**src/rtl/calc_key_sequencer.sv**
```systemverilog
// Keypad-protocol initiator for the FSMD calculator: sends A, op, B as single-cycle key strobes,
// waits for done and returns the result. Define KEYSEQ_TIMEOUT_EN to bound the wait for done.
module calc_key_sequencer #(
  parameter int unsigned GAP_CYCLES     = 2,
  parameter int unsigned TIMEOUT_CYCLES = 16
) (
  input  logic       clk,
  input  logic       rstn,
  input  logic       cmd_valid_i,
  output logic       cmd_ready_o,
  input  logic [3:0] cmd_a_i,
  input  logic [1:0] cmd_op_i,
  input  logic [3:0] cmd_b_i,
  output logic       valid_key_o,
  output logic [3:0] key_o,
  input  logic       done_i,
  input  logic [7:0] result_i,
  output logic       rsp_valid_o,
  input  logic       rsp_ready_i,
  output logic [7:0] rsp_result_o,
  output logic       rsp_err_o
);

  typedef enum logic [3:0] {
    StIdle, StLoadA, StStbA, StGapA, StLoadOp, StStbOp, StGapOp,
    StLoadB, StStbB, StGapB, StWaitDone, StResp
  } state_e;

  state_e      state_q, state_d;
  logic [1:0]  op_q, op_d;
  logic [3:0]  b_q, b_d;
  logic [3:0]  key_q, key_d;
  logic        valid_key_q, valid_key_d;
  logic [3:0]  gap_cnt_q, gap_cnt_d;
  logic        rsp_valid_q, rsp_valid_d;
  logic [7:0]  rsp_result_q, rsp_result_d;
  logic        rsp_err_q, rsp_err_d;
  logic        gap_last;

`ifdef KEYSEQ_TIMEOUT_EN
  localparam int unsigned ToW = $clog2(TIMEOUT_CYCLES + 1);
  logic [ToW-1:0] to_cnt_q, to_cnt_d;
`endif

  assign gap_last = (gap_cnt_q == 4'(GAP_CYCLES - 1));

  always_comb begin
    state_d      = state_q;
    op_d         = op_q;
    b_d          = b_q;
    key_d        = key_q;
    valid_key_d  = 1'b0;
    gap_cnt_d    = '0;
    rsp_valid_d  = rsp_valid_q;
    rsp_result_d = rsp_result_q;
    rsp_err_d    = rsp_err_q;
`ifdef KEYSEQ_TIMEOUT_EN
    to_cnt_d     = '0;
`endif
    unique case (state_q)
      StIdle: begin
        if (cmd_valid_i) begin
          op_d = cmd_op_i;
          b_d  = cmd_b_i;
          if (cmd_op_i == 2'b11) begin
            // Reserved opcode: answer with an error without touching the keypad.
            state_d      = StResp;
            rsp_valid_d  = 1'b1;
            rsp_err_d    = 1'b1;
            rsp_result_d = 8'h00;
          end else begin
            state_d = StLoadA;
            key_d   = cmd_a_i;
          end
        end
      end
      StLoadA: begin
        state_d     = StStbA;
        valid_key_d = 1'b1;
      end
      StStbA: state_d = StGapA;
      StGapA: begin
        if (gap_last) begin
          state_d = StLoadOp;
          key_d   = {2'b00, op_q};
        end else begin
          gap_cnt_d = gap_cnt_q + 4'd1;
        end
      end
      StLoadOp: begin
        state_d     = StStbOp;
        valid_key_d = 1'b1;
      end
      StStbOp: state_d = StGapOp;
      StGapOp: begin
        if (gap_last) begin
          state_d = StLoadB;
          key_d   = b_q;
        end else begin
          gap_cnt_d = gap_cnt_q + 4'd1;
        end
      end
      StLoadB: begin
        state_d     = StStbB;
        valid_key_d = 1'b1;
      end
      StStbB: state_d = StGapB;
      StGapB: begin
        if (gap_last) begin
          state_d = StWaitDone;
        end else begin
          gap_cnt_d = gap_cnt_q + 4'd1;
        end
      end
      StWaitDone: begin
        if (done_i) begin
          state_d      = StResp;
          rsp_valid_d  = 1'b1;
          rsp_result_d = result_i;
          rsp_err_d    = 1'b0;
`ifdef KEYSEQ_TIMEOUT_EN
        end else if (to_cnt_q == ToW'(TIMEOUT_CYCLES - 1)) begin
          state_d      = StResp;
          rsp_valid_d  = 1'b1;
          rsp_result_d = 8'h00;
          rsp_err_d    = 1'b1;
        end else begin
          to_cnt_d = to_cnt_q + ToW'(1);
`endif
        end
      end
      StResp: begin
        if (rsp_ready_i) begin
          state_d     = StIdle;
          rsp_valid_d = 1'b0;
        end
      end
      default: state_d = StIdle;
    endcase
  end

  always_ff @(posedge clk or negedge rstn) begin
    if (!rstn) begin
      state_q      <= StIdle;
      op_q         <= 2'b00;
      b_q          <= 4'h0;
      key_q        <= 4'h0;
      valid_key_q  <= 1'b0;
      gap_cnt_q    <= 4'h0;
      rsp_valid_q  <= 1'b0;
      rsp_result_q <= 8'h00;
      rsp_err_q    <= 1'b0;
    end else begin
      state_q      <= state_d;
      op_q         <= op_d;
      b_q          <= b_d;
      key_q        <= key_d;
      valid_key_q  <= valid_key_d;
      gap_cnt_q    <= gap_cnt_d;
      rsp_valid_q  <= rsp_valid_d;
      rsp_result_q <= rsp_result_d;
      rsp_err_q    <= rsp_err_d;
    end
  end

`ifdef KEYSEQ_TIMEOUT_EN
  always_ff @(posedge clk or negedge rstn) begin
    if (!rstn) begin
      to_cnt_q <= '0;
    end else begin
      to_cnt_q <= to_cnt_d;
    end
  end
`endif

  assign cmd_ready_o  = (state_q == StIdle);
  assign valid_key_o  = valid_key_q;
  assign key_o        = key_q;
  assign rsp_valid_o  = rsp_valid_q;
  assign rsp_result_o = rsp_result_q;
  assign rsp_err_o    = rsp_err_q;

endmodule
```
**config.mk**
```make
export PLATFORM = sky130hd
export DESIGN_NAME = calc_key_sequencer
export DESIGN_NICKNAME = d
export VERILOG_FILES = /design/src/rtl/calc_key_sequencer.sv
export SDC_FILE = /design/constraint.sdc
export NUM_CORES = 1
export LEC_CHECK = 0
export ABC_AREA = 0
export ABC_CLOCK_PERIOD_IN_PS = 1800
export CAP_MARGIN = 20
export CORE_ASPECT_RATIO = 0.6
export CORE_MARGIN = 2
export CORE_UTILIZATION = 48
export DETAILED_ROUTE_END_ITERATION = 8
export GPL_TIMING_DRIVEN = 0
export PLACE_DENSITY = 0.78
export SETUP_SLACK_MARGIN = 0.15
export SKIP_LAST_GASP = 1
export SLEW_MARGIN = 20
export SYNTH_ARGS = -nofsm -noshare
export SYNTH_HDL_FRONTEND = slang
export SYNTH_SLANG_ARGS = --single-unit
```
**constraint.sdc**
```tcl
create_clock -name clk -period 1.8 [get_ports clk]
set_input_delay 0.36 -clock clk [delete_from_list [all_inputs] [get_ports clk]]
set_output_delay 0.36 -clock clk [all_outputs]
set_load 0.02 [all_outputs]
```
* Word level (Yosys, flattened, before mapping)
Index checks and enable logic that the tools add are counted.
Cells by class: add/sub/neg operators 1, eq/ne operators 21, muxes and demuxes 27, reduce and logical (&&, ||, !) cells 11
Operators with widths (count):
- $mux 4 | 13
- $pmux 4 s12 | 1
- $mux 8 | 3
- $eq 4x3->1 const B | 4
- $eq 4x4->1 const B | 4
- $pmux 8 s2 | 1
- $ne 2x2->1 const B | 7
- $pmux 4 s3 | 1
- $reduce_and 5->1 | 2
- $eq 4x1->1 const B | 2
- $eq 4x2->1 const B | 2
- $mux 1 | 6
- $reduce_and 6->1 | 1
- $reduce_bool 3->1 | 2
- $reduce_or 3->1 | 2
- $add 4x1->4 const B | 1
- $logic_not 4->1 | 1
- $reduce_and 4->1 | 1
- $pmux 1 s3 | 1
- $eq 2x2->1 const B | 1
- $ne 2x1->1 const B | 1
- $pmux 1 s2 | 1
- $reduce_and 2->1 | 1
- $reduce_bool 2->1 | 1
Word-level totals: bits in registers 29, input port bits 23, word-level logic and storage cells 69

* Depth between registers and ports, before layout
depth in word-level cells 4, mapped depth 8, mapped depth without buffers 6

* Worst setup path after synthesis
Ideal clock, no wire load.
kind reg-to-reg, start register state_q[1], end register b_q[0], setup time 128 ps, data arrival time 1553 ps, path slack 119 ps, stages on the path, launching flop included 6, path buffers 2, clock period less this slack 1681 ps, cells stage by stage dfrtp_1 buf_6 buf_6 nor4_4 nand2_2 mux2_1
On the way: cells in the longest elaborated chain, start to end 2
RTL lines:
- start: declaration | RTL line 29 | state_e state_q, state_d;
- start signal: assignment | RTL line 144 | state_q <= StIdle;
- start signal: assignment | RTL line 154 | state_q <= state_d;
- $logic_not 4->1
- net cmd_ready_o | RTL line 10 | output logic cmd_ready_o,
- $reduce_and 2->1 (no line)
- end signal: assignment | RTL line 146 | b_q <= 4'h0;
- end signal: assignment | RTL line 156 | b_q <= b_d;
- end: declaration | RTL line 31 | logic [3:0] b_q, b_d;
The timed path passes the listed nets, and every way through them passes these cells. A chain may end at the register's enable or synchronous reset.

* Final worst setup path
start register state_q[1], end output port cmd_ready_o
On the way: cells in the longest elaborated chain, start to end 1
RTL lines:
- $logic_not 4->1 | RTL line 176 | assign cmd_ready_o = (state_q == StIdle);
- end: declaration | RTL line 10
Every way passes these cells.

==> qor.yml <==
placed_design:
  gp_congestion: 0.8245
  port_buffers: 38
  hpwlAfterDp_mm: 2.659
  post-place-ws_ps: -277.3
global_route:
  grt_pass1_wl_mm: 5.713
  antenna_found_initial: 0
  grt_pass1_vias: 1232
  overflow: 0
  grt_usage_pct: 20.92
  grt_max_degree: 30
logic_synthesis:
  syn_inst: 148
  synth_edf_count: 0
  ys_seq_area_share_pct: 47.00
  synth_area_um2: 1544
  yosysWarnings: 0
  synth-seq-cells: 29
  synth.distinct_cells: 42
  synthesis.nets: 173
  yosys-top-cells-area: "dfrtp_1, mux2_1, a21oi_1, a22o_1, nand2_1"
  yosysTopAreaCell: "dfrtp_1"
  synth-main-ff-cell: "dfrtp_1"
  synth.top_cell.area_share_pct: 47.00
  async_flop_share_pct: 100.0
  syn_area_per_cell_um2: 10.43
timing:
  final_max_slew_viol_count: 0
  fin_skew_ps: 9.512
  setup_viol: 0
  finalWorstSetupSlack_ps: 21.29
  worstMarginPinSlew_ps: 636.2
  max-slew-margin-rel_pct: 57.59
  finalHoldViolCount: 0
  hold_slack_ps: 92.62
  grt_setup_unrepaired: "true"
  period_share_pct: 98.82
  min_period_ps: 1779
  fmax_mhz: 562.2
clock_tree:
  clockRootBuffer: "clkbuf_8"
  cts_made_buffers: 5
  clock_path_buffers: 2
  path_clk_slew_ps: 70
  postCtsHoldBufs: 0
  cts_tree: "done"
  clkLatencyLatePin_ps: 290
  cts_htree_levels: 2
  clkSinkCount: 29
routing:
  met2WireLength_mm: 1.795
  vias_per_cell: 5.422
  drt_wl_total_mm: 3.883
  wire_per_inst_um: 15.91
  antenna_left: 0
  wl_met3_um: 199
  first_iter_violations: 68
  drt-met1-wl_mm: 1.864
  top_layer: "met4"
  firstDrtPassIters: 4
  remaining_drc_errors: 0
  vias: 1323
worst_setup_path:
  crit_path_start: "state_q[1]"
  r2r_cells: 6
  worst-setup-path-type: "flop to output pin"
  cp-endpoint: "cmd_ready_o"
  crit_chain: "buf_6, buf_8, nor4_4, buf_4"
  path_max_fanout: 7
  reg2reg_to: "state_q[3]"
  cp_slowest_stage_delay_ps: 390
  crit_path_start_kind: "flop"
  crit_slowest_cell: "dfrtp_1"
  rrSetupSlack_ps: 60
  endpoint_kind: "output pin"
  regToRegStartpoint: "state_q[1]"
  critical_path_required_ps: 1440
  arrival_ps: 1420
run_status:
  outcome: "completed"
cells_and_area:
  final_util_pct: 75.91
  synthToLayoutAreaGrowth_pct: 45.79
  drive_above_1_share_pct: 26.73
  n_fill_cell: 210
  multi_input_area_um2: 819.5
  final-seq-area_um2: 726.9
  diodes: 0
  fin_nets: 226
power_and_ir_drop:
  ir_worst_vdd_uv: 963.6
  power_density_nw_per_um2: 1698
  leakagePower_nw: 1.006
  design_power_total_mw: 3.821
floorplanning:
  dieArea_um2: 3701
  initial_core_util_pct: 52.07
  io_pins: 39
  die_h_um: 47.93
  core_area_um2: 2965
  die_x_um: 77.22
  num_rows: 15
hold_path:
  hold_path_class: "input port to asynchronous set/reset pin"
run:
  cap_violations: 0
placed cells by master (no fill, tap or decap), types with 3 or more instances in the layout:
| cell type | instances |
|---|---|
| xnor2_1 | 5 |
| mux2_4 | 7 |
| clkdlybuf4s50_1 | 32 |
| buf_6 | 3 |
| nand2b_1 | 5 |
| inv_1 | 5 |
| clkbuf_4 | 3 |
| nand3_1 | 5 |
| nand2_1 | 11 |
| nand3b_1 | 3 |
| clkbuf_8 | 6 |
| a22o_1 | 8 |
| a31oi_1 | 3 |
| nor2_1 | 12 |
| a21oi_1 | 13 |
| buf_4 | 9 |
| dlymetal6s2s_1 | 3 |
| dfrtp_1 | 28 |
worst max-delay path: cells and delay by family, from the launching register on:
family        cells  cell delay (ps)
buf+inv           3              460
flops             1              390
simple gates      1              300
worst min path at each step:
| stage | depth (start not counted) | slack [ps] | endpoint |
|---|---|---|---|
| 3_5_place_dp | 1 | 420 | state_q[2] |
| 4_1_cts | 1 | 110 | state_q[2] |
| 5_1_grt | 1 | 150 | state_q[0] |
| 6_report | 1 | 90 | state_q[2] |
| 2_1_floorplan | 0 | 60 | b_q[0] |
| 3_3_place_gp | 1 | 480 | gap_cnt_q[0] |
metrics by stage:
step | setup TNS, ps | instance area [µm²] | std cells
floorplan | 0 | 1544 | 148
global placement | -4611 | 1977 | 228
finish | 0 | 2251 | 244
global route | -6.887 | 2251 | 244
detailed placement | -3204 | 1972 | 228
CTS | 0 | 2111 | 240
cell families after synthesis:
kind of cell | Yosys count | share of synthesized area [%]
flip-flops | 29 | 47.00
adder cells (fa/ha/maj) | 2 | 1.620
XOR/XNOR | 5 | 2.836
buffers and inverters | 16 | 6.887
AO/OA/AOI/OAI | 38 | 18.48
AND/OR/NAND/NOR | 51 | 18.07
multiplexers | 7 | 5.106
cell usage after synthesis, types with 3 or more instances:
| cell | number |
|---|---|
| a21oi_1 | 15 |
| nand2b_1 | 5 |
| a22o_1 | 8 |
| xnor2_1 | 5 |
| inv_1 | 5 |
| nand2_1 | 13 |
| nand3b_1 | 3 |
| buf_6 | 3 |
| mux2_1 | 7 |
| a31oi_1 | 3 |
| nand3_1 | 6 |
| dfrtp_1 | 29 |
| nor2_1 | 12 |
final cells by class:
| type | instances | area share (%) |
|---|---|---|
| multi-input cells | 103 | 36.41 |
| flip-flops and latches | 29 | 32.30 |
| repair buffers | 46 | 19.68 |
| plain buffers | 10 | 4.447 |
| clock buffers | 5 | 3.057 |
| well taps | 42 | 2.335 |
| inverters | 6 | 1.001 |
| clock inverters | 3 | 0.7782 |
power by group:
group / leakage, nW / internal, mW / switching (mW) / total, mW
combinational: 0.605 / 1.10 / 1.14 / 2.24
sequential: 0.357 / 0.903 / 0.158 / 1.06
clock: 0.0439 / 0.266 / 0.259 / 0.525
total: 1.01 / 2.27 / 1.55 / 3.82
metal layers:
layer,up-vias,global-route usage [%]
li1,630,-
met1,652,26.85
met2,39,34.61
met3,2,6.226
met4,0,8.571
met5,-,0
timing repair:
item                                    CTS  global route
gates cloned                              1             0
buffers inserted                          3             4
endpoints found under the setup margin   14            28
pin swaps                                 4             9
resized for setup                        14            26
flip-flops by register name (all words and copies together) (netlist names), 2 cells and up:
name,cells
key_o,4
b_q,4
state_q,4
gap_cnt_q,4
rsp_result_o,8
op_q,2
Power figures use the tool's default switching activity.
